<file path="src/rtl/mem_wb_stage.sv">
// MEM/WB pipeline stage: registers MEM-stage control alongside the data
// memory's synchronous read, selects load data or ALU result for write-back,
// keeps a copy of load data across write-back stalls, and counts retired
// instructions and loads for debug.
module mem_wb_stage #(
  parameter int DATA_W = 8,
  parameter int REG_AW = 3,
  parameter int CNT_W  = 16
) (
  input  logic              CLK,
  input  logic              RST_N,
  input  logic              MemValid,
  input  logic              MemRegWrite,
  input  logic              MemMemToReg,
  input  logic [REG_AW-1:0] MemWriteReg,
  input  logic [DATA_W-1:0] MemALUResult,
  input  logic [DATA_W-1:0] ReadData,
  input  logic              Stall,
  input  logic              Flush,
  output logic              WBValid,
  output logic              WBRegWrite,
  output logic [REG_AW-1:0] WBWriteReg,
  output logic [DATA_W-1:0] WBWriteData,
  output logic [CNT_W-1:0]  RetireCount,
  output logic [CNT_W-1:0]  LoadCount
);

  localparam logic [CNT_W-1:0] CNT_MAX = '1;
  localparam logic [CNT_W-1:0] CNT_ONE = {{(CNT_W-1){1'b0}}, 1'b1};

  logic              r_wb_valid;
  logic              r_wb_regwrite;
  logic              r_wb_memtoreg;
  logic [REG_AW-1:0] r_wb_reg;
  logic [DATA_W-1:0] r_wb_alu;
  logic              r_hold_valid;
  logic [DATA_W-1:0] r_hold_data;
  logic [CNT_W-1:0]  r_retire_cnt;
  logic [CNT_W-1:0]  r_load_cnt;

  logic              w_cap_valid;
  logic              w_retire;
  logic              w_hold_load;
  logic [DATA_W-1:0] w_load_data;

  assign w_cap_valid = MemValid & ~Flush;
  assign w_retire    = r_wb_valid & ~Stall;
  // Only the first stalled edge samples ReadData; the memory keeps re-reading
  // the moving MEM address afterwards, so later values are not this load's.
  assign w_hold_load = Stall & ~r_hold_valid & r_wb_valid & r_wb_memtoreg;

  // WB entry: capture from MEM when not stalled, otherwise freeze (Flush ignored)
  always_ff @(posedge CLK or negedge RST_N) begin
    if (!RST_N) begin
      r_wb_valid    <= 1'b0;
      r_wb_regwrite <= 1'b0;
      r_wb_memtoreg <= 1'b0;
      r_wb_reg      <= '0;
      r_wb_alu      <= '0;
    end else if (!Stall) begin
      r_wb_valid    <= w_cap_valid;
      r_wb_regwrite <= w_cap_valid & MemRegWrite;
      r_wb_memtoreg <= w_cap_valid & MemMemToReg;
      r_wb_reg      <= MemWriteReg;
      r_wb_alu      <= MemALUResult;
    end
  end

  // Load hold: latch ReadData on the first stalled edge, drop it on capture
  always_ff @(posedge CLK or negedge RST_N) begin
    if (!RST_N) begin
      r_hold_valid <= 1'b0;
      r_hold_data  <= '0;
    end else if (!Stall) begin
      r_hold_valid <= 1'b0;
    end else if (w_hold_load) begin
      r_hold_valid <= 1'b1;
      r_hold_data  <= ReadData;
    end
  end

  // Saturating retire and load counters, stepped when a valid entry leaves WB
  always_ff @(posedge CLK or negedge RST_N) begin
    if (!RST_N) begin
      r_retire_cnt <= '0;
      r_load_cnt   <= '0;
    end else if (w_retire) begin
      if (r_retire_cnt != CNT_MAX) r_retire_cnt <= r_retire_cnt + CNT_ONE;
      if (r_wb_memtoreg && (r_load_cnt != CNT_MAX)) r_load_cnt <= r_load_cnt + CNT_ONE;
    end
  end

  assign w_load_data = r_hold_valid ? r_hold_data : ReadData;

  assign WBValid     = r_wb_valid;
  assign WBRegWrite  = r_wb_valid & r_wb_regwrite & ~Stall;
  assign WBWriteReg  = r_wb_reg;
  assign WBWriteData = r_wb_memtoreg ? w_load_data : r_wb_alu;
  assign RetireCount = r_retire_cnt;
  assign LoadCount   = r_load_cnt;

endmodule

</file>
<file path="config.mk">
export PLATFORM = sky130hd
export DESIGN_NAME = mem_wb_stage
export DESIGN_NICKNAME = d
export VERILOG_FILES = /design/src/rtl/mem_wb_stage.sv
export SDC_FILE = /design/constraint.sdc
export NUM_CORES = 1
export LEC_CHECK = 0
export ABC_AREA = 1
export BUFFER_PORTS_ARGS = -buffer_cell sky130_fd_sc_hd__clkbuf_2
export CORE_UTILIZATION = 54
export CTS_CLUSTER_SIZE = 40
export DETAILED_ROUTE_END_ITERATION = 10
export GPL_ROUTABILITY_DRIVEN = 1
export PLACE_DENSITY = 0.86
export REMOVE_ABC_BUFFERS = 1
export SLEW_MARGIN = 40
export SYNTH_ARGS = -nofsm -noshare
export SYNTH_HDL_FRONTEND = slang
export SYNTH_SLANG_ARGS = --single-unit
export TNS_END_PERCENT = 50
</file>
<file path="constraint.sdc">
create_clock -name CLK -period 1.8 [get_ports CLK]
set_clock_uncertainty 0.2 [all_clocks]
set_input_delay 0.18 -clock CLK [delete_from_list [all_inputs] [get_ports CLK]]
set_output_delay 0.18 -clock CLK [all_outputs]
set_load 0.01 [all_outputs]
</file>
==> results of run 1 <==
## area by class of cell
type / instances / area [sq um] / area share, %
clock buffers: 5 / 68.82 / 1.750
clock inverters: 3 / 26.28 / 0.6684
inverters: 35 / 136.4 / 3.469
multi-input cells: 301 / 1431 / 36.41
flip-flops and latches: 55 / 1379 / 35.07
well taps: 70 / 87.58 / 2.228
repair buffers: 119 / 802.0 / 20.40
## worst paths after layout
check                                    start        endpoint  slack, ns  cells after the start
worst min register to register     r_wb_alu[5]     r_wb_alu[5]       0.29                      2
worst max-delay path                   WBValid      WBRegWrite       0.05                      3
max in group asynchronous                RST_N   r_wb_memtoreg       0.95                      3
worst min-delay path                  MemValid   r_wb_memtoreg      0.008                      3
worst max register to register  RetireCount[8]  RetireCount[9]       0.08                      8
min in group asynchronous                RST_N    LoadCount[8]       0.19                      3
## metal layers
layer | up-vias | wire (um)
met5 | - | 0
met4 | 0 | 155
met3 | 18 | 507
met2 | 141 | 4142
met1 | 1480 | 3345
li1 | 1494 | -
## power by group through the flow
stage                     combinational (mW)  sequential (mW)  clock (mW)
after detailed placement               0.676             1.54           0
after global routing                   0.812             1.54       0.807
final                                  0.734             1.52       0.758
after floorplan                        0.282             1.58           0
after CTS                              0.716             1.51       0.755
after global placement                 0.650             1.53           0
## metrics by stage
stage | utilization (%) | cells | TNS (ns)
after floorplan | - | 391 | -0.4448
after global placement | 68.44 | 553 | 0
after detailed placement | 68.44 | 553 | 0
after CTS | 74.66 | 584 | 0
after global routing | 75.53 | 588 | -0.05809
final | 75.53 | 588 | 0
## critical path, stage by stage, from the launching register on
cell and delay [ns]:
dfrtp_1 0.46, nand2_2 0.20, nor2_1 0.23, clkbuf_2 0.17
## flip-flops by register name (all words and copies together) (netlist names)
name,cells
LoadCount,16
r_wb_alu,8
r_hold_valid,1
WBValid,1
WBWriteReg,3
r_wb_memtoreg,1
RetireCount,16
r_hold_data,8
r_wb_regwrite,1
## cell usage in the layout, fill, tap and decap left out, drive strengths merged, types with 9 or more instances in the layout
cell and count:
dlygate4sd3 22, nand4 9, dfrtp 55, buf 28
inv 38, nor2 48, nand3 28, nand2 168
o21ai 22, clkbuf 74
## kinds of logic (layout without fill, tap and decap cells)
group / after synthesis / after routing / synth area share (%)
AO/OA/AOI/OAI: 24 / 24 / 4.114
XOR/XNOR: 10 / 10 / 2.939
adder cells (fa/ha/maj): 2 / 2 / 0.8395
buffers and inverters: 41 / 162 / 6.045
flip-flops: 55 / 55 / 46.18
multiplexers: 8 / 8 / 3.023
AND/OR/NAND/NOR: 257 / 257 / 36.86
## timing repair
item	CTS	global route
endpoints found under the setup margin	8	25
hold endpoints to repair	76	0
gates resized for setup	1	12
hold buffers	22	0
pin swaps	0	2
buffers inserted	1	4
==> summary.txt, run 1 <==
Status
  – Outcome: completed

STA
  – Max_slew headroom: between 70% and 80%
  – Crit path time final: 1.754 ns
  – Hold Fails Final Rpt: 0
  – Fin worst setup slack: 0.04649 ns
  – Slew at the pin closest to its max-slew limit: 0.3421 ns
  – Final hold slack: 0.007606 ns
  – RSZ-0062 raised after global routing: yes
  – Final setup vio count: 0
  – Max Freq: roughly 570 MHz
  – Final period util: 97.42%
  – Max Transition Viols Final: 0

Route
  – DRC Markers: 0
  – Initial DRT Pass Iterations: 5
  – Wire length per cell: 13.86 um
  – Drt via density: 5.328
  – Drt initial violations: 273
  – Post-Route WL: roughly 8200 um
  – ANT nets after route: 0
  – DR vias: 3133

GRT
  – Grt total ovfl: 0
  – Global-route wire length before repair: 13700 um
  – Initial antenna violation count: 0
  – Vias in the first global route: 3008
  – Most used routing layer in global routing: met2
  – GR Util met1: 36.56%
  – Largest net degree at the start of global routing: 56
  – Grt met2 use: 51.26%
  – Overall Global Routing Usage: 29.18%
  – Met3 usage: 4.910%

Power and ir drop
  – Switching Fraction: 33.07%
  – Power share of the clock group: 25.1%
  – Max VDD drop: 0.6678 mV
  – Pleak: 2.032 nW
  – Net Switching: 0.9978 mW
  – Pwr dens: 767.5 mW/mm^2
  – Flop pwr share: 50.5%
  – Combinational share of power: 24.3%
  – Int Power: 2.020 mW
  – Final Power: 3.017 mW

Yosys
  – Sequential area share after synthesis: 46.18%
  – Syn_area_per_cell: approximately 7.5 sq um
  – Top-count cell post-synth: nand2_1
  – Dominant cells by area after synthesis: dfrtp_1, nand2_1, nor2_1
  – Most frequent cells after synthesis: nand2_1, dfrtp_1, nor2_1, inv_1, nand3_1
  – Synth cell types: 24
  – Synth Cell Area: between 0.002 and 0.003 sq mm
  – Synth area leader: dfrtp_1
  – Post-synth top flop: dfrtp_1
  – Async SR Flop Fraction: 100.0%
  – Flop and latch count out of synthesis: 55
  – Area share of the largest cell type after synthesis: 46.18%
  – Mapped Cells: 397
  – EDFF count, synth: 0
  – Yosys Warn Count: 0

Floorplanning
  – Die W: 76.29 um
  – Starting Density: 57.26%
  – Row count: 26
  – I/O pin cnt: 71
  – Die area: 0.005820 sq mm
  – Core Area: around 0.0052 sq mm
  – Die H: 76.29 um

Clock network
  – Clock transition at the registers of the reported paths: 0.11 ns
  – Clk_lat worst skew: 0.32 ns
  – H-Tree Depth: 2
  – Num Clock Sinks: between 50 and 60
  – Root buffer cell: clkbuf_8
  – CTS tree: yes
  – Clock Tree Buf Depth: 2
  – CTS buffer count: 5

Placement
  – Hpwl dp: 5448 um
  – Dpl cell area: roughly 0.0036 sq mm
  – Post-placement worst setup slack: 0.1023 ns
  – Port Buffers: 70
  – Placer congestion estimate: about 0.86

Final layout
  – Layout filler cell count: 384
  – # nets final: 545
  – Antenna cell count: 0
  – Fraction of layout cells with a size suffix above 1: 26.45%
  – Post-route cell area: 0.003931 sq mm
  – Synth-to-layout area growth: 31.91%

Job
  – Max-Cap Viols: 0

Critical path
  – Critical Path End Type: primary output
  – Arrival @ worst endpoint: 1.37 ns
  – Startpoint types: flip-flop
  – Worst EP required: between 1 and 1.5 ns
  – WS Path Type: flip-flop to primary output
  – Maximum fanout along the worst path: 8

Hold path
  – Type of the most critical hold path: input pin to flip-flop
No activity file was read; power rests on OpenSTA's default activity.
==> inputs of run 2 (changes only) <==
CORE_ASPECT_RATIO = 1.1   (was unset)
==> run 2 against run 1 <==
  * Global-route usage shrank 0.45 points
  * Sequential power is essentially flat
  * Wire length shrank 5.1%
  * Design area is essentially flat
  * First-iteration DRC count shrank 39%
  * Clock-buffer cell count is the same
  * Core utilization shrank 2.2 points
==> summary.txt, run 2 (same netlist as run 1, synthesis figures left out) <==
Critical path
  – Critical path cell sequence: inv_2 -> buf_4 -> nor2_1 -> o21ai_1 -> clkbuf_2
  – Startpoint types: flip-flop
  – Crit Reg-Reg Startpoint: RetireCount[0]
  – Slack of the worst reg-to-reg path: 0.06 ns
  – WS Path Type: flip-flop to primary output
  – RR Endpoint: RetireCount[4]
  – Slowest stage delay, CP: 0.43 ns
  – Worst EP required: 1.42 ns
  – Cell count of the worst reg-to-reg path: 9
  – Arrival @ worst endpoint: 1.38 ns
  – Top Family by Delay on Critical Path: flip-flops
  – Crit-path slowest cell: dfrtp_2
  – Maximum fanout along the worst path: 7
  – Critical Path End Type: primary output
  – Buf/Inv on CP: 3

STA
  – Final setup vio count: 0
  – Max Transition Viols Final: 0
  – Crit path time final: 1.759 ns
  – Final hold slack: 0.02935 ns
  – Max Freq: 568.4 MHz
  – Slew at the pin closest to its max-slew limit: about 0.32 ns
  – Final period util: 97.74%
  – RSZ-0062 raised after global routing: yes
  – Hold Fails Final Rpt: 0
  – Max_slew headroom: 78.28%

Route
  – Drt initial violations: around 170
  – DRC Markers: 0
  – Post-Route WL: 7735 um
  – DR vias: 3068
  – Drt via density: approximately 5.2
  – ANT nets after route: 0
  – Wire length per cell: 13.07 um
  – Initial DRT Pass Iterations: 5

Floorplanning
  – Core Area: 0.005360 sq mm
  – Die W: about 73 um
  – Die area: 0.005821 sq mm
  – Starting Density: 55.60%
  – I/O pin cnt: 71
  – Row count: 28
  – Die H: around 80 um

Placement
  – Port Buffers: 70
  – Dpl cell area: 0.003561 sq mm
  – Hpwl dp: 5160 um
  – Placer congestion estimate: 0.8678

Clock network
  – CTS tree: yes
  – Clock Tree Buf Depth: 2
  – Root buffer cell: clkbuf_8
  – H-Tree Depth: 2
  – Clk_lat worst skew: 0.33 ns
  – Clock transition at the registers of the reported paths: 0.12 ns
  – CTS buffer count: 5
  – Num Clock Sinks: 55

Hold path
  – WHS Endpoint: r_wb_regwrite
  – Type of the most critical hold path: input pin to flip-flop
  – HP Start: MemValid
  – Hold path depth: 3

Final layout
  – Post-route cell area: slightly below 0.004 sq mm
  – Fraction of layout cells with a size suffix above 1: 25.92%
  – Synth-to-layout area growth: 31.95%
  – # nets final: roughly 540
  – Commonest non-fill, non-tap cell in the layout: nand2_1
  – Commonest cells after routing, fill and taps aside: nand2_1, clkbuf_2, dfrtp_1
  – Layout filler cell count: 389
  – Antenna cell count: 0

GRT
  – Overall Global Routing Usage: ~29%
  – Global-route wire length before repair: 12860 um
  – Vias in the first global route: slightly below 3000
  – Grt total ovfl: 0
  – Initial antenna violation count: 0
  – Largest net degree at the start of global routing: 56

Status
  – Outcome: completed

Power and ir drop
  – Max VDD drop: 0.7185 mV
  – Pleak: 2.024 nW
  – Pwr dens: about 770 mW/mm^2

Job
  – Max-Cap Viols: 0
run 2: worst max-delay path by stage:
stage	start	slack (ns)	to	cells after the start
floorplan	LoadCount[0]	-0.09	LoadCount[0]	9
global placement	LoadCount[0]	0.14	LoadCount[14]	10
detailed placement	LoadCount[0]	0.07	LoadCount[8]	10
CTS	r_wb_memtoreg	0.01	WBWriteData[7]	3
global route	RetireCount[0]	-0.03	RetireCount[4]	9
finish	r_hold_valid	0.04	WBWriteData[7]	5
run 2: layer usage:
metal / part of all wire, % / GRT usage, %
met4: 2.3 / 10.59
met2: 52 / 50.47
met5: 0 / 0
met1: 41 / 35.11
met3: 5.0 / 4.798
run 2: cell type report:
cell class                      count  area (sq um)  share of cell area [%]
Timing Repair Buffer              118         795.8                   20.24
Clock inverter                      3         31.28                  0.7954
Tap cell                           75         93.84                   2.386
Multi-Input combinational cell    301          1429                   36.33
Inverter                           35         133.9                   3.404
Clock buffer                        5         68.82                   1.750
Sequential cell                    55          1380                   35.09
run 2: report_power, final:
group	leakage [nW]	internal, mW	switching (mW)
registers	0.721	1.39	0.140
logic	1.25	0.341	0.393
clock network	0.0522	0.297	0.466
total	2.02	2.03	0.999
run 2: tightest hold or removal path, stage by stage:
cell and delay [ns]:
clkbuf_2 0.09, nand3b_1 0.16, o22ai_1 0.08
run 2: stage by stage:
stage	TNS [ns]	total power [mW]	setup WS (ns)	util [%]	std cells
3_3_place_gp	0	2.169	0.1421	66.43	557
3_5_place_dp	0	2.209	0.07093	66.43	557
4_1_cts	0	3.006	0.01413	72.95	590
2_1_floorplan	-0.4448	1.865	-0.08897	-	391
6_report	0	3.025	0.04068	73.37	592
5_1_grt	-0.1236	3.180	-0.03479	73.37	592
run 2: timing repair:
action                                  in CTS  in global routing
hold buffers                                24                  0
gates resized for setup                      1                 15
endpoints found under the setup margin       7                 33
pin swaps                                    0                  1
endpoints found under the hold margin       76                  0
buffers inserted                             1                  2
